<file path="src/rtl/logic_unit_pkg.sv">
// logic_unit_pkg: shared op/state encodings and default width for the logic-op arbiter
package logic_unit_pkg;
  localparam int LU_WIDTH = 64;
  typedef enum logic [1:0] {OP_AND, OP_OR, OP_XOR, OP_XNOR} logic_op_e;
  typedef enum logic [1:0] {IDLE, EXEC, RESP} arb_state_e;
endpackage

</file>
<file path="src/rtl/logic_unit_arbiter_if.sv">
// logic_unit_arbiter_if: two-requester request/response bundle for the logic-op arbiter
interface logic_unit_arbiter_if import logic_unit_pkg::*; #(parameter int WIDTH = LU_WIDTH);
  logic [1:0] req_valid;
  logic [1:0] req_ready;
  logic [WIDTH-1:0] req_a0;
  logic [WIDTH-1:0] req_b0;
  logic_op_e req_op0;
  logic [WIDTH-1:0] req_a1;
  logic [WIDTH-1:0] req_b1;
  logic_op_e req_op1;
  logic [1:0] rsp_valid;
  logic [1:0] rsp_ready;
  logic [WIDTH-1:0] rsp_result;
  logic rsp_zero;
  logic busy;
  modport master (
    output req_valid, req_a0, req_b0, req_op0, req_a1, req_b1, req_op1, rsp_ready,
    input req_ready, rsp_valid, rsp_result, rsp_zero, busy
  );
  modport slave (
    input req_valid, req_a0, req_b0, req_op0, req_a1, req_b1, req_op1, rsp_ready,
    output req_ready, rsp_valid, rsp_result, rsp_zero, busy
  );
endinterface

</file>
<file path="src/rtl/logic_unit_64.sv">
// logic_unit_64: combinational AND/OR/XOR/XNOR gate arrays with a 4:1 result mux
module logic_unit_64 import logic_unit_pkg::*; #(
  parameter int WIDTH = LU_WIDTH
) (
  input  logic [WIDTH-1:0] a,
  input  logic [WIDTH-1:0] b,
  input  logic_op_e        op,
  output logic [WIDTH-1:0] y
);
  logic [WIDTH-1:0] y_and, y_or, y_xor, y_xnor;
  assign y_and  = a & b;
  assign y_or   = a | b;
  assign y_xor  = a ^ b;
  assign y_xnor = ~(a ^ b);
  always_comb y = op == OP_AND ? y_and : op == OP_OR ? y_or : op == OP_XOR ? y_xor : y_xnor;
endmodule

</file>
<file path="src/rtl/logic_unit_arbiter.sv">
// logic_unit_arbiter: round-robin sequencer sharing one logic unit between two requesters
module logic_unit_arbiter import logic_unit_pkg::*; #(
  parameter int WIDTH = LU_WIDTH,
  parameter int SETTLE_CYCLES = 1
) (
  input logic clk,
  input logic reset_n,
  logic_unit_arbiter_if.slave bus
);
  arb_state_e state;
  logic last_grant, owner, gnt, rsp_zero_q, busy_q;
  logic [3:0] cnt;
  logic [WIDTH-1:0] a_q, b_q, y, res_q;
  logic_op_e op_q;
  logic [1:0] rsp_valid_q;
  always_comb gnt = &bus.req_valid ? ~last_grant : bus.req_valid[1];
  assign bus.req_ready  = (state == IDLE && reset_n && |bus.req_valid) ? (gnt ? 2'b10 : 2'b01) : 2'b00;
  assign bus.rsp_valid  = rsp_valid_q;
  assign bus.rsp_result = res_q;
  assign bus.rsp_zero   = rsp_zero_q;
  assign bus.busy       = busy_q;
  logic_unit_64 #(.WIDTH(WIDTH)) u_lu (.a(a_q), .b(b_q), .op(op_q), .y(y));
  always_ff @(posedge clk or negedge reset_n) begin
    if (!reset_n) begin
      state       <= IDLE;
      last_grant  <= 1'b1;
      owner       <= 1'b0;
      cnt         <= '0;
      a_q         <= '0;
      b_q         <= '0;
      op_q        <= OP_AND;
      res_q       <= '0;
      rsp_zero_q  <= 1'b0;
      rsp_valid_q <= 2'b00;
      busy_q      <= 1'b0;
    end else begin
      case (state)
        IDLE: if (|bus.req_valid) begin
          a_q        <= gnt ? bus.req_a1 : bus.req_a0;
          b_q        <= gnt ? bus.req_b1 : bus.req_b0;
          op_q       <= gnt ? bus.req_op1 : bus.req_op0;
          owner      <= gnt;
          last_grant <= gnt;
          cnt        <= 4'(SETTLE_CYCLES - 1);
          busy_q     <= 1'b1;
          state      <= EXEC;
        end
        EXEC: if (cnt != 4'd0) cnt <= cnt - 4'd1;
        else begin
          res_q       <= y;
          rsp_zero_q  <= ~|y;
          rsp_valid_q <= owner ? 2'b10 : 2'b01;
          state       <= RESP;
        end
        RESP: if (bus.rsp_ready[owner]) begin
          rsp_valid_q <= 2'b00;
          busy_q      <= 1'b0;
          state       <= IDLE;
        end
        default: state <= IDLE;
      endcase
    end
  end
endmodule

</file>
<file path="src/flat_wrapper.sv">
// flat-port wrapper written by rule: the top's interface ports become plain ports
module logic_unit_arbiter_flat import logic_unit_pkg::*;
#(
  parameter int WIDTH = LU_WIDTH,
  parameter int SETTLE_CYCLES = 1
)
  (clk, reset_n, bus_req_valid, bus_req_a0, bus_req_b0, bus_req_op0, bus_req_a1, bus_req_b1, bus_req_op1, bus_rsp_ready, bus_req_ready, bus_rsp_valid, bus_rsp_result, bus_rsp_zero, bus_busy);
  logic_unit_arbiter_if #(.WIDTH(WIDTH)) bus_i ();
  input logic clk;
  input logic reset_n;
  input wire logic [$bits(bus_i.req_valid)-1:0] bus_req_valid;
  input wire logic [$bits(bus_i.req_a0)-1:0] bus_req_a0;
  input wire logic [$bits(bus_i.req_b0)-1:0] bus_req_b0;
  input wire logic [$bits(bus_i.req_op0)-1:0] bus_req_op0;
  input wire logic [$bits(bus_i.req_a1)-1:0] bus_req_a1;
  input wire logic [$bits(bus_i.req_b1)-1:0] bus_req_b1;
  input wire logic [$bits(bus_i.req_op1)-1:0] bus_req_op1;
  input wire logic [$bits(bus_i.rsp_ready)-1:0] bus_rsp_ready;
  output wire logic [$bits(bus_i.req_ready)-1:0] bus_req_ready;
  output wire logic [$bits(bus_i.rsp_valid)-1:0] bus_rsp_valid;
  output wire logic [$bits(bus_i.rsp_result)-1:0] bus_rsp_result;
  output wire logic [$bits(bus_i.rsp_zero)-1:0] bus_rsp_zero;
  output wire logic [$bits(bus_i.busy)-1:0] bus_busy;
  assign bus_i.req_valid = bus_req_valid;
  assign bus_i.req_a0 = bus_req_a0;
  assign bus_i.req_b0 = bus_req_b0;
  assign bus_i.req_op0 = bus_req_op0;
  assign bus_i.req_a1 = bus_req_a1;
  assign bus_i.req_b1 = bus_req_b1;
  assign bus_i.req_op1 = bus_req_op1;
  assign bus_i.rsp_ready = bus_rsp_ready;
  assign bus_req_ready = bus_i.req_ready;
  assign bus_rsp_valid = bus_i.rsp_valid;
  assign bus_rsp_result = bus_i.rsp_result;
  assign bus_rsp_zero = bus_i.rsp_zero;
  assign bus_busy = bus_i.busy;
  logic_unit_arbiter #(.WIDTH(WIDTH), .SETTLE_CYCLES(SETTLE_CYCLES)) u_core (.clk(clk), .reset_n(reset_n), .bus(bus_i));
endmodule
</file>
<file path="config.mk">
export PLATFORM = sky130hd
export DESIGN_NAME = logic_unit_arbiter_flat
export DESIGN_NICKNAME = d
export VERILOG_FILES = /design/src/rtl/logic_unit_pkg.sv /design/src/rtl/logic_unit_arbiter_if.sv /design/src/rtl/logic_unit_64.sv /design/src/rtl/logic_unit_arbiter.sv /design/src/flat_wrapper.sv
export SDC_FILE = /design/constraint.sdc
export NUM_CORES = 1
export LEC_CHECK = 0
export BUFFER_PORTS_ARGS = -buffer_cell sky130_fd_sc_hd__buf_2
export CAP_MARGIN = 10
export CORE_MARGIN = 1
export CORE_UTILIZATION = 50
export CTS_CLUSTER_SIZE = 12
export DETAILED_ROUTE_END_ITERATION = 7
export GPL_TIMING_DRIVEN = 0
export PLACE_DENSITY = 0.84
export SKIP_CTS_REPAIR_TIMING = 1
export SLEW_MARGIN = 20
export SYNTH_ARGS = -nofsm -noshare
export SYNTH_HDL_FRONTEND = slang
export SYNTH_HIERARCHICAL = 1
export SYNTH_SLANG_ARGS = --single-unit
</file>
<file path="constraint.sdc">
create_clock -name clk -period 2.9 [get_ports clk]
set_input_delay 0.29 -clock clk [delete_from_list [all_inputs] [get_ports clk]]
set_output_delay 0.29 -clock clk [all_outputs]
set_load 0.02 [all_outputs]
</file>
# --- After elaboration in Yosys (flattened, before gate mapping) ---
# Cells that the tools add are included.
classes:
  n_addsub: 1
  n_mul: 0
  reduce_logical: 18
  order_cmp: 1
  n_bitwise: 6
  n_div: 0
  shifts: 0
  mux: 24
  n_eq_ne: 8
ops:
  columns: ["op", "n"]
  rows:
  - ["64-bit two-way mux", 5]
  - ["64-bit AND", 1]
  - ["64-bit NOT", 1]
  - ["64-bit bitwise OR", 1]
  - ["64-bit OR reduction", 1]
  - ["64-bit XOR", 1]
  - ["2-bit two-way mux", 8]
  - ["3-bit AND reduction", 4]
  - ["4-bit two-way mux", 2]
  - ["4-bit one-hot mux with 2 select lines", 1]
  - ["2-bit one-hot mux with 3 select lines", 1]
  - ["2-bit AND reduction", 3]
  - ["2-bit nonzero test", 3]
  - ["1-bit two-way mux", 5]
  - ["2-bit by 1-bit equality test with 1-bit output (second input constant)", 2]
  - ["2-bit equality test (second input constant)", 2]
  - ["2-bit logical NOT", 2]
  - ["2-bit by 1-bit inequality test with 1-bit output (second input constant)", 2]
  - ["2-bit inequality test (second input constant)", 2]
  - ["2-bit one-hot mux with 2 select lines", 1]
  - ["4-bit nonzero test", 1]
  - ["4-bit by 1-bit subtractor with 4-bit output (second input constant)", 1]
  - ["1-bit logical AND", 2]
  - ["1-bit by 2-bit < comparator with 1-bit output (second input constant)", 1]
  - ["other kinds (4)", 5]
word_totals:
  ff_bits: 206
  latchBits: 0
  inputBits: 266
  mem_count: 0
  ram_bits: 0
  wordCells: 69
  romBits: 0
  out_inout_bits: 70

# --- Logic depth before layout (Yosys ltp) ---
logic_depth:
  depth_word: 7
  ltp_mapped: 9
  mapped_depth_nobuf: 8

# --- Modules after synthesis ---
# Netlist, hierarchy kept.
by_module_without_submodules:
  columns: ["module", "seq_area_each_um2", "n_inst", "cells_per_inst", "area_each_um2"]
  rows:
  - ["logic_unit_arbiter", 5156.2, 1, 775, 9029.9]
  - ["logic_unit_64", 0.0, 1, 469, 4306.6]

# --- Worst setup path before layout ---
# Ideal clock, no wire load.
synth_path:
  path_kind: "register -> register"
  start: "register u_core.op_q[1]"
  end: "register u_core.rsp_zero_q, in the netlist u_core/bus.rsp_zero"
  setup_slack_ns: 0.830
  n_path_buf: 3
  t_arrival_ns: 1.993
  period_less_slack_ns: 2.070
  path_stages_with_launch: 10
  t_required_ns: 2.824
  setup_ns: 0.076
  path_cell_list: "dfrtp_1 > buf_6 > buf_8 > buf_12 > mux2i_1 > mux2i_1 > nor4_1 > nand4_1 > or4_1 > o21ai_1"
synth_via:
  elab_chain_cells: 6
  elab_cells_between_ends: 8
  cone_classes: "eq/ne: 2; mux: 3; reduce/logical: 3"
synth_lines:
  columns: ["item", "line", "text"]
  rows:
  - ["start, declared", "logic_unit_arbiter.sv:14", "logic_op_e op_q;"]
  - ["start signal, assigned", "logic_unit_arbiter.sv:41", "op_q <= gnt ? bus.req_op1 : bus.req_op0;"]
  - ["2-bit equality test", "logic_unit_64.sv:15", "always_comb y = op == OP_AND ? y_and : op == OP_OR ? y_or : op == OP_XOR ? y_xor : y_xnor;"]
  - ["64-bit two-way mux (2 in series)", "logic_unit_64.sv:15", null]
  - ["64-bit two-way mux (*)", "logic_unit_64.sv:15", null]
  - ["named net u_core.y[42]", "logic_unit_arbiter.sv:13", "logic [WIDTH-1:0] a_q, b_q, y, res_q;"]
  - ["64-bit OR reduction (*)", "logic_unit_arbiter.sv:51", "rsp_zero_q <= ~|y;"]
  - ["1-bit logical NOT (*)", "logic_unit_arbiter.sv:51", null]
  - ["end signal, assigned", "logic_unit_arbiter.sv:51", null]
  - ["end, declared", "logic_unit_arbiter.sv:11", "logic last_grant, owner, gnt, rsp_zero_q, busy_q;"]
# The timed path passes the listed nets; every way through them passes the cells marked *.
# A chain may end at the register's enable or synchronous reset.

# --- Worst setup path in the final report ---
layout_path:
  start: "register u_core.op_q[0]"
  end: "register u_core.rsp_zero_q, in the netlist u_core/bus.rsp_zero"
# Same word-level chain as after synthesis.

==> reports/results.ini <==
[sta]
worst-slew-pin-transition_ps = 534
setup-violations-final = 0
maxClockFrequency_mhz = 354
fin_crit_ps = 2830
setup_ws_ps = 72.4
setup_tns_ps = 0
fin_worst_skew_ps = 14.1
period_share = 0.975
report.final.hold_viol_count = 0
timing.slew.headroom = 0.644
finalMaxSlewViolations = 0

[cts]
clock_sinks = 206
clock_latency_ps = 520
clock-root-buffer = sky130_fd_sc_hd__clkbuf_16
htree_num_levels = 1
cts.reportedPaths.clkPinSlew_ps = 60
cts_tree = built
cts_made_buffers = 24
cts_buffer_depth = 3

[worst_hold_path]
holdCritPathClass = primary input to register
worst_hold_path.num_cells = 3

[setup_path]
timing_worst_setup_path_type = register to register
path_max_fanout = 10
timing.reg2reg.setup_slack_ps = 70
timing.critical_path.arrival_ps = 3270
worstSetupEndpointType = register
worst-endpoint-required_ps = 3340
element_type_at_the_critical_path_start = register
timing.reg2reg.worst_path_depth = 7

[yosys]
post-synth-top-area-fraction = 0.385
yosysMostFrequentCell = sky130_fd_sc_hd__mux2i_1
syn_nets = 1640
yosys-top-cells-count = 258 x sky130_fd_sc_hd__mux2i_1, 205 x sky130_fd_sc_hd__dfrtp_1, 135 x sky130_fd_sc_hd__nor2_1
seq_area_frac_synth = 0.387
synth_cell_type_count = 35
synth-edff-count = 0
synth.avg_cell_area_um2 = 10.7
synth.yosys.warnings = 6
synthDominantAreaCellType = sky130_fd_sc_hd__dfrtp_1
synthCells = 1244
synth_flop_cell = sky130_fd_sc_hd__dfrtp_1
synth-seq-cells = 206
synth.top_cells.by_area = sky130_fd_sc_hd__dfrtp_1 38%, sky130_fd_sc_hd__mux2i_1 19%, sky130_fd_sc_hd__ha_1 12%
asr_flop_ratio_synth = 1.00
synth_area_mm2 = 0.0133

[global_routing]
grt.total_usage = 0.257
vias_in_the_first_global_route = 10700
antenna_violations_before_repair = 0
grt-ovfl-total = 0
grt_pass1_wl_mm = 54.1
maximum_number_of_pins_on_one_net_before_global_route_repair = 102

[job]
max-cap-violations = 0

[die]
die_x_um = 165
die_area_mm2 = 0.0273
die_height_um = 165
ios = 336
starting_density_of_the_core = 0.510
row_count = 59
design.core.area_mm2 = 0.0261

[placed_design]
place.detailed.hpwl_mm = 26.1
place_worst_setup_slack_ps = -237
gp_routability_congestion = 0.832
port-buffer-count = 335

[route]
detailroute.via_count = 10500
drtPass1Iterations = 7
vias_per_cell = 5.35
avgRoutedWirePerCell_um = 18.1
drt_first_iter_violations = 666
route.detailed.drc = 40
finalWirelength_mm = 35.5
ant_nets = 0

[final_layout]
post_route_cells_drive_above_1_share = 0.334
synthToLayoutAreaGrowth_pct = 22.9
final_net_count = 2005
antenna-diode-count = 0
postLayoutCoreUtil = 0.627
fill_cells = 2083

[power_and_ir_drop]
leakage_nw = 8.86
vdd_drop_max_v = 0.000563
power_per_cell_area_mw_per_mm2 = 1210

[status]
violated_checks = DRC
status = complete, but fails checks

state kept, by name (all words and copies together), names as in the netlist:
register	count
u_core/a_q	64
u_core/b_q	64
u_core/bus.rsp_result	64
u_core/cnt	4
u_core/bus.rsp_valid	2
u_core/op_q	2
u_core/state	2
u_core/bus.busy	1
u_core/bus.rsp_zero	1
u_core/last_grant	1
u_core/owner	1
kinds of logic (layout without fill, tap and decap cells):
group / count (synthesis) / in the layout / share of synthesized area
multiplexers: 387 / 387 / 0.305
buffers and inverters: 203 / 585 / 0.0750
AO/OA/AOI/OAI: 142 / 142 / 0.0539
adder cells (fa/ha/maj): 130 / 130 / 0.122
AND/OR/NAND/NOR: 174 / 174 / 0.0564
XOR/XNOR: 2 / 2 / 0.00131
flip-flops: 206 / 206 / 0.387
worst max-delay path, cell delays in order (launching register included):
cell and delay, ps:
sky130_fd_sc_hd__dfrtp_1 360, sky130_fd_sc_hd__buf_2 340, sky130_fd_sc_hd__buf_2 410, sky130_fd_sc_hd__mux2i_1 220, sky130_fd_sc_hd__nor4_2 480, sky130_fd_sc_hd__nand4_1 250
sky130_fd_sc_hd__or4_1 540, sky130_fd_sc_hd__o21ai_1 130
through the flow:
stage	power, mW	cells	instance area, um2	hold slack, ps
final	19.9	1961	16400	59.8
after global routing	21.3	1961	16400	80.3
after CTS	19.8	1959	16300	-400
after detailed placement	16.5	1916	15500	152
after global placement	15.8	1914	15400	464
after floorplan	13.2	1244	13300	-5.59
layout make-up:
type	count	area (um2)	share of cell area
buffer	72	508	0.0310
clock buffer	33	706	0.0431
clock inverter	10	125	0.00764
inverter	131	492	0.0300
multi-input combinational	835	7220	0.441
sequential	206	5160	0.315
tap	335	419	0.0256
timing repair buffer	339	1760	0.108
report_power, final:
group / internal [mW] / switching, mW
registers: 4.36 / 1.06
logic: 4.93 / 6.36
clock network: 1.96 / 1.20
total: 11.3 / 8.62
worst paths after layout:
kind,end,start
min in group asynchronous,u_core/bus.rsp_result[48],reset_n
min reg2reg,u_core/bus.busy,u_core/bus.busy
max reg2reg,u_core/bus.rsp_zero,u_core/op_q[0]
max in group asynchronous,u_core/last_grant,reset_n
max,u_core/bus.rsp_zero,u_core/op_q[0]
min,u_core/last_grant,bus_req_valid[1]
placed cells by master, fill, tap and decap left out, drive strengths merged, types with 2 or more instances in the layout:
master       Yosys  routed
a21oi          131     131
buf             72     409
bufinv           0       3
clkbuf           0      33
clkinv           0       7
dfrtp          205     205
dlygate4sd3      0       2
ha             130     130
inv            131     131
mux2           129     129
mux2i          258     258
nand2            4       4
nand2b           3       3
nand3            6       6
nand4            4       4
nor2           135     135
nor4            16      16
o21ai            7       7
xor2             2       2
per-layer routing:
| layer | part of all wire | wire length (um) | GRT usage | vias up |
|---|---|---|---|---|
| li1 | - | - | - | 4981 |
| met1 | 0.41 | 14700 | 0.313 | 5078 |
| met2 | 0.50 | 17600 | 0.454 | 352 |
| met3 | 0.046 | 1650 | 0.0335 | 84 |
| met4 | 0.043 | 1510 | 0.107 | 0 |
| met5 | 0 | 0 | 0 | - |
Note: power is estimated with default switching activity, not from simulation.
